### src/rtl/spi_subunit_if.sv
// Pin and local-side signal bundle for the SPI responder.
// The master modport is the controller/local-logic side; the slave modport is the responder.
interface spi_subunit_if;
  logic       SPI_SCLK;
  logic       SPI_MOSI;
  logic       SPI_CS;
  logic       SPI_MISO;
  logic [7:0] send_data;
  logic [7:0] data_received;
  logic       received_valid;
  logic       busy;
  logic       abort;

  modport master (
    output SPI_SCLK, SPI_MOSI, SPI_CS, send_data,
    input  SPI_MISO, data_received, received_valid, busy, abort
  );

  modport slave (
    input  SPI_SCLK, SPI_MOSI, SPI_CS, send_data,
    output SPI_MISO, data_received, received_valid, busy, abort
  );
endinterface

### src/rtl/spi_subunit.sv
// SPI mode-0 responder: oversampled pins, MSB-first receive on SCLK rise,
// MISO advance on SCLK fall, multi-byte frames while CS stays low.
module spi_subunit #(
  parameter int SYNC_STAGES = 2
) (
  input logic         clk,
  input logic         rst,
  spi_subunit_if.slave bus
);

  localparam int DEPTH = (SYNC_STAGES < 2) ? 2 : SYNC_STAGES;

  typedef enum logic {IDLE, ACTIVE} state_t;

  logic [DEPTH-1:0] sclk_sync;
  logic [DEPTH-1:0] mosi_sync;
  logic [DEPTH-1:0] cs_sync;
  logic [DEPTH:0]   fill;
  logic             sclk_s;
  logic             cs_s;

  logic sclk_p0;
  logic cs_p0;
  logic vld_p0;

  logic sclk_rise_p1;
  logic sclk_fall_p1;
  logic cs_rise_p1;
  logic cs_fall_p1;
  logic mosi_p1;

  state_t     state;
  logic [2:0] bit_cnt;
  logic [6:0] rx_sh;
  logic [6:0] tx_sh;
  logic       miso;
  logic [7:0] rx_byte;
  logic       rx_vld;
  logic       busy_q;
  logic       abort_q;

  // Synchronizer chains; fill marks when the chain plus the edge copy hold real samples
  // so the reset value of CS cannot masquerade as a falling edge.
  always_ff @(posedge clk or posedge rst) begin
    if (rst) begin
      sclk_sync <= '0;
      mosi_sync <= '0;
      cs_sync   <= '1;
      fill      <= '0;
    end else begin
      sclk_sync <= {sclk_sync[DEPTH-2:0], bus.SPI_SCLK};
      mosi_sync <= {mosi_sync[DEPTH-2:0], bus.SPI_MOSI};
      cs_sync   <= {cs_sync[DEPTH-2:0], bus.SPI_CS};
      fill      <= {fill[DEPTH-1:0], 1'b1};
    end
  end

  assign sclk_s = sclk_sync[DEPTH-1];
  assign cs_s   = cs_sync[DEPTH-1];
  assign vld_p0 = fill[DEPTH];

  // Stage p0: previous synchronized sample for edge detection
  always_ff @(posedge clk or posedge rst) begin
    if (rst) begin
      sclk_p0 <= 1'b0;
      cs_p0   <= 1'b1;
    end else begin
      sclk_p0 <= sclk_s;
      cs_p0   <= cs_s;
    end
  end

  // Stage p1: registered edge strobes with MOSI aligned to the SCLK edge
  always_ff @(posedge clk or posedge rst) begin
    if (rst) begin
      sclk_rise_p1 <= 1'b0;
      sclk_fall_p1 <= 1'b0;
      cs_rise_p1   <= 1'b0;
      cs_fall_p1   <= 1'b0;
      mosi_p1      <= 1'b0;
    end else begin
      sclk_rise_p1 <= vld_p0 &  sclk_s & ~sclk_p0;
      sclk_fall_p1 <= vld_p0 & ~sclk_s &  sclk_p0;
      cs_rise_p1   <= vld_p0 &  cs_s   & ~cs_p0;
      cs_fall_p1   <= vld_p0 & ~cs_s   &  cs_p0;
      mosi_p1      <= mosi_sync[DEPTH-1];
    end
  end

  // Stage p2: frame FSM with registered outputs
  always_ff @(posedge clk or posedge rst) begin
    if (rst) begin
      state   <= IDLE;
      bit_cnt <= 3'd0;
      rx_sh   <= 7'd0;
      tx_sh   <= 7'd0;
      miso    <= 1'b0;
      rx_byte <= 8'd0;
      rx_vld  <= 1'b0;
      busy_q  <= 1'b0;
      abort_q <= 1'b0;
    end else begin
      rx_vld  <= 1'b0;
      abort_q <= 1'b0;
      case (state)
        IDLE: begin
          if (cs_fall_p1) begin
            state   <= ACTIVE;
            tx_sh   <= bus.send_data[6:0];
            miso    <= bus.send_data[7];
            bit_cnt <= 3'd0;
            busy_q  <= 1'b1;
          end
        end
        ACTIVE: begin
          // CS release wins over any SCLK edge seen in the same cycle.
          if (cs_rise_p1) begin
            state   <= IDLE;
            busy_q  <= 1'b0;
            miso    <= 1'b0;
            abort_q <= (bit_cnt != 3'd0);
            bit_cnt <= 3'd0;
          end else if (sclk_rise_p1) begin
            rx_sh   <= {rx_sh[5:0], mosi_p1};
            bit_cnt <= bit_cnt + 3'd1;
            if (bit_cnt == 3'd7) begin
              rx_byte <= {rx_sh, mosi_p1};
              rx_vld  <= 1'b1;
            end
          end else if (sclk_fall_p1) begin
            if (bit_cnt != 3'd0) begin
              miso  <= tx_sh[6];
              tx_sh <= {tx_sh[5:0], 1'b0};
            end else begin
              tx_sh <= bus.send_data[6:0];
              miso  <= bus.send_data[7];
            end
          end
        end
        default: state <= IDLE;
      endcase
    end
  end

  assign bus.SPI_MISO       = miso;
  assign bus.data_received  = rx_byte;
  assign bus.received_valid = rx_vld;
  assign bus.busy           = busy_q;
  assign bus.abort          = abort_q;

endmodule

### src/flat_wrapper.sv
// flat-port wrapper written by rule: the top's interface ports become plain ports
module spi_subunit_flat 
#(
  parameter int SYNC_STAGES = 2
)
  (clk, rst, bus_SPI_SCLK, bus_SPI_MOSI, bus_SPI_CS, bus_send_data, bus_SPI_MISO, bus_data_received, bus_received_valid, bus_busy, bus_abort);
  spi_subunit_if bus_i ();
  input logic clk;
  input logic rst;
  input wire logic [$bits(bus_i.SPI_SCLK)-1:0] bus_SPI_SCLK;
  input wire logic [$bits(bus_i.SPI_MOSI)-1:0] bus_SPI_MOSI;
  input wire logic [$bits(bus_i.SPI_CS)-1:0] bus_SPI_CS;
  input wire logic [$bits(bus_i.send_data)-1:0] bus_send_data;
  output wire logic [$bits(bus_i.SPI_MISO)-1:0] bus_SPI_MISO;
  output wire logic [$bits(bus_i.data_received)-1:0] bus_data_received;
  output wire logic [$bits(bus_i.received_valid)-1:0] bus_received_valid;
  output wire logic [$bits(bus_i.busy)-1:0] bus_busy;
  output wire logic [$bits(bus_i.abort)-1:0] bus_abort;
  assign bus_i.SPI_SCLK = bus_SPI_SCLK;
  assign bus_i.SPI_MOSI = bus_SPI_MOSI;
  assign bus_i.SPI_CS = bus_SPI_CS;
  assign bus_i.send_data = bus_send_data;
  assign bus_SPI_MISO = bus_i.SPI_MISO;
  assign bus_data_received = bus_i.data_received;
  assign bus_received_valid = bus_i.received_valid;
  assign bus_busy = bus_i.busy;
  assign bus_abort = bus_i.abort;
  spi_subunit #(.SYNC_STAGES(SYNC_STAGES)) u_core (.clk(clk), .rst(rst), .bus(bus_i));
endmodule
### config.mk
export PLATFORM = sky130hd
export DESIGN_NAME = spi_subunit_flat
export DESIGN_NICKNAME = d
export VERILOG_FILES = /design/src/rtl/spi_subunit_if.sv /design/src/rtl/spi_subunit.sv /design/src/flat_wrapper.sv
export SDC_FILE = /design/constraint.sdc
export NUM_CORES = 1
export LEC_CHECK = 0
export ABC_CLOCK_PERIOD_IN_PS = 1530
export BUFFER_PORTS_ARGS = -buffer_cell sky130_fd_sc_hd__buf_2
export CORE_MARGIN = 4
export CORE_UTILIZATION = 40
export DETAILED_ROUTE_END_ITERATION = 16
export SYNTH_ARGS = -nofsm -noshare
export SYNTH_HDL_FRONTEND = slang
export SYNTH_SLANG_ARGS = --single-unit
### constraint.sdc
create_clock -name clk -period 1.53 [get_ports clk]
set_input_delay 0.306 -clock clk [delete_from_list [all_inputs] [get_ports clk]]
set_output_delay 0.306 -clock clk [all_outputs]
set_load 0.02 [all_outputs]
==> impl_metrics.json <==
{
  "outcome": "complete, no violations",
  "cp.arrival_ps": 1630,
  "diodes": 0,
  "end_kind": "flip-flop",
  "clock_latency_ps": 290,
  "path_common_cell": "ha_1",
  "rows": 23,
  "ios": 25,
  "cp_cell_sequence": "ha_1 -> ha_1 -> nand3_4 -> mux2_2",
  "critPathMaxStageDelay_ps": 420,
  "numClockSinks": 46,
  "finalMaxSlewViolations": 0,
  "slowest_stage": "dfrtp_1",
  "grt_pass1_vias": 1046,
  "port_buffers": 24,
  "die_area_mm2": 0.00552,
  "maxCapViolations": 0,
  "r2r_end": "u_core.bus.data_received[4]$_DFFE_PP0P_",
  "yosysUniqueCellTypes": 28,
  "initialDrtViolationCount": 50,
  "fin_skew_ps": 2.99,
  "drive_gt1_share_pct": 35.6,
  "ys_ff_latch": 46,
  "cts-root-buf": "clkbuf_8",
  "grt_max_degree": 47,
  "grt-ovfl-total": 0,
  "layout_min_cycle_time_ps": 1450,
  "ys_seq_area_share_pct": 65.7,
  "final_nets": 175,
  "die_w_um": 74.3,
  "place_hpwl_mm": 1.83,
  "wl_per_cell_um": 12.3,
  "antenna_found_initial": 0,
  "power_frac_seq_pct": 53.6,
  "drc": 0,
  "p_sw_share_pct": 26.2,
  "power_density_mw_per_mm2": 1400,
  "post_drt_via_cell_ratio": 4.78,
  "rsz0062_at_grt": "no",
  "syn_area_mm2": 0.00176,
  "cts_made_buffers": 5,
  "place_congestion": 0.779,
  "r2r_slack_ps": 80,
  "setup_viol": 0,
  "h-tree-depth": 2,
  "fin_crit_sh_pct": 94.9,
  "switchingPower_uw": 753,
  "timing.rr.start": "u_core.bit_cnt[0]$_DFFE_PP0P_",
  "clk_pin_slew_ps": 80,
  "synth_fp_nets": 146,
  "hold_viol_final": 0,
  "drt-total-wl_mm": 2.58,
  "syn_inst": 130,
  "fp.dieH_um": 74.3,
  "core_region_area_mm2": 0.00412,
  "track_usage_pct": 10.4,
  "p_leak_uw": 0.00106,
  "post-cts-setup-buffers": 0,
  "start_util_pct": 42.7,
  "critPathCapture": "u_core.bus.data_received[4]$_DFFE_PP0P_",
  "yosysWarnings": 0,
  "fmax_mhz": 689,
  "startpoint": "u_core.bit_cnt[0]$_DFFE_PP0P_",
  "peakVddDrop_v": 0.00102,
  "power_frac_comb_pct": 16.1,
  "area_growth_pct": 16.5,
  "worst_ep_required_time_ps": 1710,
  "hold_path.class": "in2async",
  "design_area_mm2": 0.00205,
  "crit_type": "reg2reg",
  "detail_route.first_pass.iterations": 4,
  "clockPowerShare_pct": 30.4,
  "ctsResizeCount": 0,
  "hold_buffers": 0,
  "cts_tree": "built",
  "crit_fanout": 9,
  "cp-start-kind": "flip-flop",
  "placed_area_mm2": 0.00193,
  "intPower_uw": 2120,
  "setup_tns_ps": 0,
  "cts_max_path_buffers": 2,
  "worst_r2r_path_depth": 4,
  "ant_nets": 0,
  "synth_area_per_cell_um2": 13.5,
  "grt_pass1_wl_mm": 4.35,
  "vias": 1003
}
==> power groups by stage <==
stage | combinational (uW) | sequential (uW) | clock (uW)
2_1_floorplan | 374 | 1540 | 0
3_3_place_gp | 448 | 1560 | 0
3_5_place_dp | 464 | 1570 | 0
4_1_cts | 469 | 1540 | 909
5_1_grt | 530 | 1570 | 949
6_report | 461 | 1540 | 872
==> cell usage after synthesis <==
cell type  count  share of area [%]
ha_1           3                2.1
a32o_1         1               0.57
dfrtp_1       43                 61
nand2b_1       3                1.1
nand2_1       14                3.0
o21ai_0        3               0.85
conb_1         1               0.21
or2_2          2               0.71
nand3_1        1               0.28
mux2_2        15                9.6
nor2b_1        1               0.36
dfstp_2        3                4.5
o22a_1         1               0.50
and3b_1        1               0.50
nand3_4        1                1.0
xnor2_1        1               0.50
inv_1          6                1.3
nor2_1         6                1.3
buf_6          1               0.64
o2bb2ai_1      1               0.50
a21oi_1        2               0.57
mux2i_1        7                4.0
and2b_4        1               0.57
o21ai_1        7                2.0
buf_4          2               0.85
nand2_2        1               0.36
o22ai_1        1               0.36
o21ba_2        1               0.57
==> how the worst min path moves through the flow <==
stage / endpoint / slack [ps] / cells past startpoint
finish: u_core.mosi_sync[0]$_DFF_PP0_ / 20 / 3
detailed placement: u_core.sclk_sync[1]$_DFF_PP0_ / 340 / 0
floorplan: u_core.cs_sync[0]$_DFF_PP1_ / 310 / 0
CTS: u_core.mosi_sync[0]$_DFF_PP0_ / 40 / 3
global placement: u_core.fill[2]$_DFF_PP0_ / 330 / 0
global route: u_core.bus.received_valid$_DFF_PP0_ / 60 / 3
==> cells in the final DEF, fill, tap and decap left out, drive strengths merged, types with 2 or more instances in the layout <==
cell type	count
a21oi	2
buf	25
clkbuf	6
dfrtp	43
dfstp	3
ha	3
inv	5
mux2	15
mux2i	7
nand2	15
nand2b	3
nand3	2
nor2	6
o21ai	10
or2	2
==> layer usage <==
metal  vias to the layer above  routed length [um]  track usage [%]
met5                         -                   0                0
met4                         0                  44             5.34
met1                       478                1170             12.8
li1                        493                   -                -
met2                        26                1190             16.5
met3                         6                 178             3.51
==> sequential cells by signal, summed over array words and instances, names as in the netlist, 2 cells and up <==
| name | count |
|---|---|
| u_core.bit_cnt | 3 |
| u_core.bus.data_received | 8 |
| u_core.cs_sync | 2 |
| u_core.fill | 3 |
| u_core.mosi_sync | 2 |
| u_core.rx_sh | 7 |
| u_core.sclk_sync | 2 |
| u_core.tx_sh | 7 |
==> final cells by class <==
| type | instances | area, um^2 |
|---|---|---|
| clock buffer | 6 | 72.6 |
| clock inverter | 2 | 37.5 |
| fill | 361 | 2070 |
| inverter | 6 | 22.5 |
| multi-input combinational | 75 | 556 |
| sequential | 46 | 1150 |
| tap | 50 | 62.6 |
| timing repair buffer | 25 | 140 |
==> stage by stage <==
step / hold slack [ps] / power [uW] / cells / worst slack, ps / utilization (%)
finish: 24.8 / 2870 / 210 / 77.7 / 49.7
global route: 56.7 / 3050 / 210 / 34.2 / 49.7
CTS: 39.5 / 2920 / 210 / 50.6 / 49.7
detailed placement: 336 / 2030 / 202 / 73.5 / 47.0
global placement: 332 / 2000 / 202 / 106 / 47.0
floorplan: 310 / 1910 / 130 / 141 / -
==> logic make-up (layout without fill, tap and decap cells) <==
logic type,Yosys count,in the layout,share of synthesized area (%)
compound gates,17,17,5.91
xor+xnor,1,1,0.499
fa+ha+maj,3,3,2.14
buf+inv,9,39,2.78
flops,46,46,65.7
mux,22,22,13.6
other cells,1,1,0.213
simple gates,31,31,9.12
==> worst max-delay path, delay by kind of cell (launching register included) <==
family / cells / cell delay (ps)
DFF: 1 / 420
adders and majority gates: 2 / 430
muxes: 1 / 350
and+or+nand+nor: 1 / 140
No activity file was read; power rests on OpenSTA's default activity.
